`config.mk`:
```
export PLATFORM = sky130hd
export DESIGN_NAME = i2c_shift_engine_flat
export DESIGN_NICKNAME = d
export VERILOG_FILES = /design/src/rtl/i2c_shift_engine_if.sv /design/src/rtl/i2c_shift_engine.sv /design/src/flat_wrapper.sv
export SDC_FILE = /design/constraint.sdc
export NUM_CORES = 1
export LEC_CHECK = 0
export ABC_AREA = 1
export BUFFER_PORTS_ARGS = -buffer_cell sky130_fd_sc_hd__buf_2
export CORE_UTILIZATION = 45
export DETAILED_ROUTE_END_ITERATION = 12
export HOLD_SLACK_MARGIN = 0.06
export PLACE_DENSITY = 0.69
export REMOVE_ABC_BUFFERS = 1
export SLEW_MARGIN = 20
export SYNTH_ARGS = -nofsm -noshare
export SYNTH_HDL_FRONTEND = slang
export SYNTH_SLANG_ARGS = --single-unit
```
`constraint.sdc`:
```
create_clock -name clk -period 3.45 [get_ports clk]
set_input_delay 0.5175 -clock clk [delete_from_list [all_inputs] [get_ports clk]]
set_output_delay 0.5175 -clock clk [all_outputs]
set_load 0.02 [all_outputs]
```
`src/rtl/i2c_shift_engine_if.sv`:
```
// i2c_shift_engine_if: load handshake, bit strobe and serial/parallel data bundle for the I2C shift engine.
interface i2c_shift_engine_if #(parameter int WIDTH = 8);
  localparam int CNT_W = $clog2(WIDTH + 1);
  logic             load_valid;
  logic             load_ready;
  logic             mode;
  logic [WIDTH-1:0] data_in;
  logic             shift_en;
  logic             abort;
  logic             sda_in;
  logic             sda_out;
  logic [WIDTH-1:0] data_out;
  logic             busy;
  logic             done;
  logic [CNT_W-1:0] bit_cnt;
  modport master (
    output load_valid, mode, data_in, shift_en, abort, sda_in,
    input  load_ready, sda_out, data_out, busy, done, bit_cnt
  );
  modport slave (
    input  load_valid, mode, data_in, shift_en, abort, sda_in,
    output load_ready, sda_out, data_out, busy, done, bit_cnt
  );
endinterface

```
`src/rtl/i2c_shift_engine.sv`:
```
// i2c_shift_engine: strobe-paced TX serialiser / RX deserialiser for the I2C master datapath.
module i2c_shift_engine #(
  parameter int WIDTH     = 8,
  parameter bit MSB_FIRST = 1'b1
) (
  input logic               clk,
  input logic               rst_n,
  i2c_shift_engine_if.slave bus
);
  localparam int CNT_W = $clog2(WIDTH + 1);
  typedef enum logic {IDLE, SHIFT} state_t;
  state_t           state_q, state_d;
  logic             mode_q, mode_d;
  logic [WIDTH-1:0] shreg_q, shreg_d;
  logic [CNT_W-1:0] cnt_q, cnt_d;
  logic             sda_q, sda_d;
  logic [WIDTH-1:0] dout_q, dout_d;
  logic             busy_q, busy_d;
  logic             done_q, done_d;
  logic [WIDTH-1:0] tx_next, rx_next;
  logic             first_bit, next_bit, last;
  assign tx_next   = MSB_FIRST ? shreg_q << 1 : shreg_q >> 1;
  assign rx_next   = MSB_FIRST ? {shreg_q[WIDTH-2:0], bus.sda_in} : {bus.sda_in, shreg_q[WIDTH-1:1]};
  assign first_bit = MSB_FIRST ? bus.data_in[WIDTH-1] : bus.data_in[0];
  assign next_bit  = MSB_FIRST ? shreg_q[WIDTH-2] : shreg_q[1];
  assign last      = cnt_q == CNT_W'(WIDTH - 1);
  always_comb begin
    state_d = state_q;
    mode_d  = mode_q;
    shreg_d = shreg_q;
    cnt_d   = cnt_q;
    sda_d   = sda_q;
    dout_d  = dout_q;
    busy_d  = busy_q;
    done_d  = 1'b0;
    if (state_q == IDLE) begin
      if (bus.load_valid) begin
        state_d = SHIFT;
        mode_d  = bus.mode;
        cnt_d   = '0;
        busy_d  = 1'b1;
        shreg_d = bus.mode ? '0 : bus.data_in;
        sda_d   = bus.mode | first_bit;
      end
    end else if (bus.abort) begin
      state_d = IDLE;
      busy_d  = 1'b0;
      sda_d   = 1'b1;
      cnt_d   = '0;
    end else if (bus.shift_en) begin
      cnt_d   = cnt_q + 1'b1;
      shreg_d = mode_q ? rx_next : tx_next;
      sda_d   = mode_q | next_bit;
      if (last) begin
        state_d = IDLE;
        busy_d  = 1'b0;
        done_d  = 1'b1;
        sda_d   = 1'b1;
        dout_d  = mode_q ? rx_next : dout_q;
      end
    end
  end
  always_ff @(posedge clk or negedge rst_n) begin
    if (!rst_n) begin
      state_q <= IDLE;
      mode_q  <= 1'b0;
      shreg_q <= '0;
      cnt_q   <= '0;
      sda_q   <= 1'b1;
      dout_q  <= '0;
      busy_q  <= 1'b0;
      done_q  <= 1'b0;
    end else begin
      state_q <= state_d;
      mode_q  <= mode_d;
      shreg_q <= shreg_d;
      cnt_q   <= cnt_d;
      sda_q   <= sda_d;
      dout_q  <= dout_d;
      busy_q  <= busy_d;
      done_q  <= done_d;
    end
  end
  assign bus.load_ready = state_q == IDLE;
  assign bus.sda_out    = sda_q;
  assign bus.data_out   = dout_q;
  assign bus.busy       = busy_q;
  assign bus.done       = done_q;
  assign bus.bit_cnt    = cnt_q;
endmodule

```
`src/flat_wrapper.sv`:
```
// flat-port wrapper written by rule: the top's interface ports become plain ports
module i2c_shift_engine_flat 
#(
  parameter int WIDTH     = 8,
  parameter bit MSB_FIRST = 1'b1
)
  (clk, rst_n, bus_load_valid, bus_mode, bus_data_in, bus_shift_en, bus_abort, bus_sda_in, bus_load_ready, bus_sda_out, bus_data_out, bus_busy, bus_done, bus_bit_cnt);
  i2c_shift_engine_if #(.WIDTH(WIDTH)) bus_i ();
  input logic clk;
  input logic rst_n;
  input wire logic [$bits(bus_i.load_valid)-1:0] bus_load_valid;
  input wire logic [$bits(bus_i.mode)-1:0] bus_mode;
  input wire logic [$bits(bus_i.data_in)-1:0] bus_data_in;
  input wire logic [$bits(bus_i.shift_en)-1:0] bus_shift_en;
  input wire logic [$bits(bus_i.abort)-1:0] bus_abort;
  input wire logic [$bits(bus_i.sda_in)-1:0] bus_sda_in;
  output wire logic [$bits(bus_i.load_ready)-1:0] bus_load_ready;
  output wire logic [$bits(bus_i.sda_out)-1:0] bus_sda_out;
  output wire logic [$bits(bus_i.data_out)-1:0] bus_data_out;
  output wire logic [$bits(bus_i.busy)-1:0] bus_busy;
  output wire logic [$bits(bus_i.done)-1:0] bus_done;
  output wire logic [$bits(bus_i.bit_cnt)-1:0] bus_bit_cnt;
  assign bus_i.load_valid = bus_load_valid;
  assign bus_i.mode = bus_mode;
  assign bus_i.data_in = bus_data_in;
  assign bus_i.shift_en = bus_shift_en;
  assign bus_i.abort = bus_abort;
  assign bus_i.sda_in = bus_sda_in;
  assign bus_load_ready = bus_i.load_ready;
  assign bus_sda_out = bus_i.sda_out;
  assign bus_data_out = bus_i.data_out;
  assign bus_busy = bus_i.busy;
  assign bus_done = bus_i.done;
  assign bus_bit_cnt = bus_i.bit_cnt;
  i2c_shift_engine #(.WIDTH(WIDTH), .MSB_FIRST(MSB_FIRST)) u_core (.clk(clk), .rst_n(rst_n), .bus(bus_i));
endmodule
```
==> metrics.md <==
| Metric | Value |
|---|---|
| Area delta synth->final | `17.8%` |
| IO buf count | `30` |
| Layout cells sized above 1 | `27.4%` |
| RSZ-0062 raised after global routing | `no` |
| Vias in the first global route | `865` |
| RD Place Congestion | `0.741` |
| Final slew viol count | `0` |
| Cts repair resizes | `0` |
| Met1 Use GR | `27.0%` |
| Total Wirelength | `2100 um` |
| Worst skew pair latency | `0.31 ns` |
| Maximum VDD drop | `255 uV` |
| Die area | `2670 um2` |
| Vias | `905` |
| LEAKAGE | `0.740 nW` |
| Area contributors post-synth | `dfrtp_1, nand2_1, nand3_1` |
| Router iterations before antenna repair | `4` |
| Routed vias/inst | `4.89` |
| Synth Register Bits | `24` |
| Worst slew pin tran | `0.536 ns` |
| Synth Cell Area | `1110 um2` |
| Fmax | `0.571 GHz` |
| Hold crit path type | `in2async` |
| Final count of hold timing violations | `0` |
| Max_slew headroom | `64.3%` |
| Filler cell count | `217` |
| Clock root buffer master | `clkbuf_4` |
| Met3 Resource Use GR | `2.63%` |
| Max cap viols | `0` |
| FF/Latch Area | `602 um2` |
| Yosys cell types | `21` |
| Seq/Total Area, Yosys | `54.1%` |
| Max clock buf depth | `2` |
| I/O pins | `31` |
| Pwr dens | `464 nW/um2` |
| Required @ worst endpoint | `2.93 ns` |
| Largest net degree at the start of global routing | `25` |
| Final setup margin | `1.70 ns` |
| CTS tree | `built` |
| Minimum clock period | `1.75 ns` |
| DP Worst Slack | `1.98 ns` |
| Post-CTS Setup Inserts | `0` |
| Total Power | `608 uW` |
| Multi-input logic area | `453 um2` |
| Residual DRC | `0` |
| Die span in x | `51.7 um` |
| Total grt overflow | `0` |
| Crit-path max FO | `12` |
| Clock power share | `24.0%` |
| Sw Pwr | `187 uW` |
| CTS Buf Count | `3` |
| Seq pwr share | `58.5%` |
| Switching Fraction | `30.7%` |
| DRT antenna net count | `0` |
| Clock slew at reported path FFs | `0.13 ns` |
| # setup viols final | `0` |
| Initial DRC count | `11` |
| Global route hottest layer | `met2` |
| Die height | `51.7 um` |
| Synth top area share | `51.7%` |
| Hpwl dp | `1590 um` |
| Post-synthesis cell count | `126` |
| Avg Inst Size Synth | `8.83 um2` |
| Ant. Diodes | `0` |
| Core footprint | `2280 um2` |
| Kind of critical path | `reg2out` |
| Synth warnings | `0` |
| Combinational Power Share | `17.6%` |
| Worst setup EP type | `output port` |
| Clock Skew | `0.00727 ns` |
| Placement Rows | `17` |
| Nets@finish | `174` |
| Period utilization | `50.8%` |
| Largest area contributor in the netlist | `dfrtp_1` |
| CTS Sinks | `24` |
| Core Util, Final | `57.6%` |
| Cell-internal power | `421 uW` |
| H-tree depth | `1` |
| WL/cell | `11.4 um` |
| Initial antenna violation count | `0` |
| Status | `finished, final reports clean` |
| Hold_buf cts | `0` |
| Starting Density | `48.9%` |
| Grt met2 use | `28.4%` |
| Startpoint Class | `register` |
| Gr usage total | `18.5%` |
| CP Data Arrival Time | `1.23 ns` |
| First-pass GRT wire length | `3730 um` |
| Total Negative Setup Slacks | `0 ns` |
==> power groups by stage <==
stage,Clock (mW),Sequential [mW],Combinational [mW]
after CTS,0.151,0.354,0.108
after detailed placement,0,0.360,0.108
after floorplan,0,0.361,0.0618
after global routing,0.156,0.361,0.124
final,0.146,0.355,0.107
after global placement,0,0.359,0.105
==> metrics by stage <==
stage / cell area, um2 / std cells / hold WS, ns
finish: 1310 / 185 / 0.171
floorplan: 1090 / 123 / 0.222
global placement: 1270 / 181 / 0.456
detailed placement: 1270 / 181 / 0.458
CTS: 1310 / 185 / 0.176
global route: 1310 / 185 / 0.203
==> area by class of cell <==
cell class | instances | area share [%]
sequential | 24 | 45.9
multi-input combinational | 90 | 34.6
timing repair buffer | 30 | 11.5
clock buffer | 4 | 2.77
tap | 28 | 2.67
inverter | 9 | 2.58
==> per-layer routing <==
layer / vias up / part of all wire, %
li1: 476 / -
met1: 409 / 52
met2: 18 / 44
met3: 2 / 3.2
met4: 0 / 0.43
met5: - / 0
==> critical path, stage by stage, from the launching register on <==
cell	delay [ns]
dfrtp_1	0.62
inv_2	0.12
buf_2	0.18
==> layout by cell type, fill, tap and decap left out, drive strengths merged <==
cell type	n
nand2	46
buf	30
dfrtp	23
o21ai	14
nand3	13
inv	9
nor2	7
a22oi	6
clkbuf	4
xnor2	1
a21oi	1
nor3	1
ha	1
dfstp	1
==> sequential cells by signal (all words and copies together) (netlist names) <==
register             flops
u_core.bus.bit_cnt       4
u_core.bus.busy          1
u_core.bus.data_out      8
u_core.bus.done          1
u_core.bus.sda_out       1
u_core.mode_q            1
u_core.shreg_q           7
u_core.state_q           1
==> final timing paths <==
kind | startpoint | endpoint | slack (ns) | depth (start not counted)
hold reg to reg | u_core.bus.sda_out | u_core.bus.sda_out | 0.48 | 2
hold / removal | rst_n | u_core.shreg_q[0] | 0.17 | 1
setup reg to reg | u_core.state_q | u_core.shreg_q[6] | 2.00 | 5
setup / recovery | u_core.state_q | bus_load_ready | 1.70 | 2
min in group clk | bus_sda_in | u_core.bus.data_out[0] | 0.46 | 3
max in group asynchronous | rst_n | u_core.bus.sda_out | 2.91 | 1
==> cells by family after synthesis <==
kind of cell / count (synthesis) / synth area share, %
adder cells (fa/ha/maj): 1 / 1.12
AO/OA/AOI/OAI: 21 / 10.8
flip-flops: 24 / 54.1
buffers and inverters: 12 / 5.17
AND/OR/NAND/NOR: 67 / 28.0
XOR/XNOR: 1 / 0.788
==> Yosys cell counts (all sizes together) <==
library cell  count
o21ai            14
nor2              7
a21oi             1
buf               3
xnor2             1
ha                1
inv               9
dfstp             1
nand3            13
dfrtp            23
nand2            46
a22oi             6
nor3              1
No activity file was read; power rests on OpenSTA's default activity.
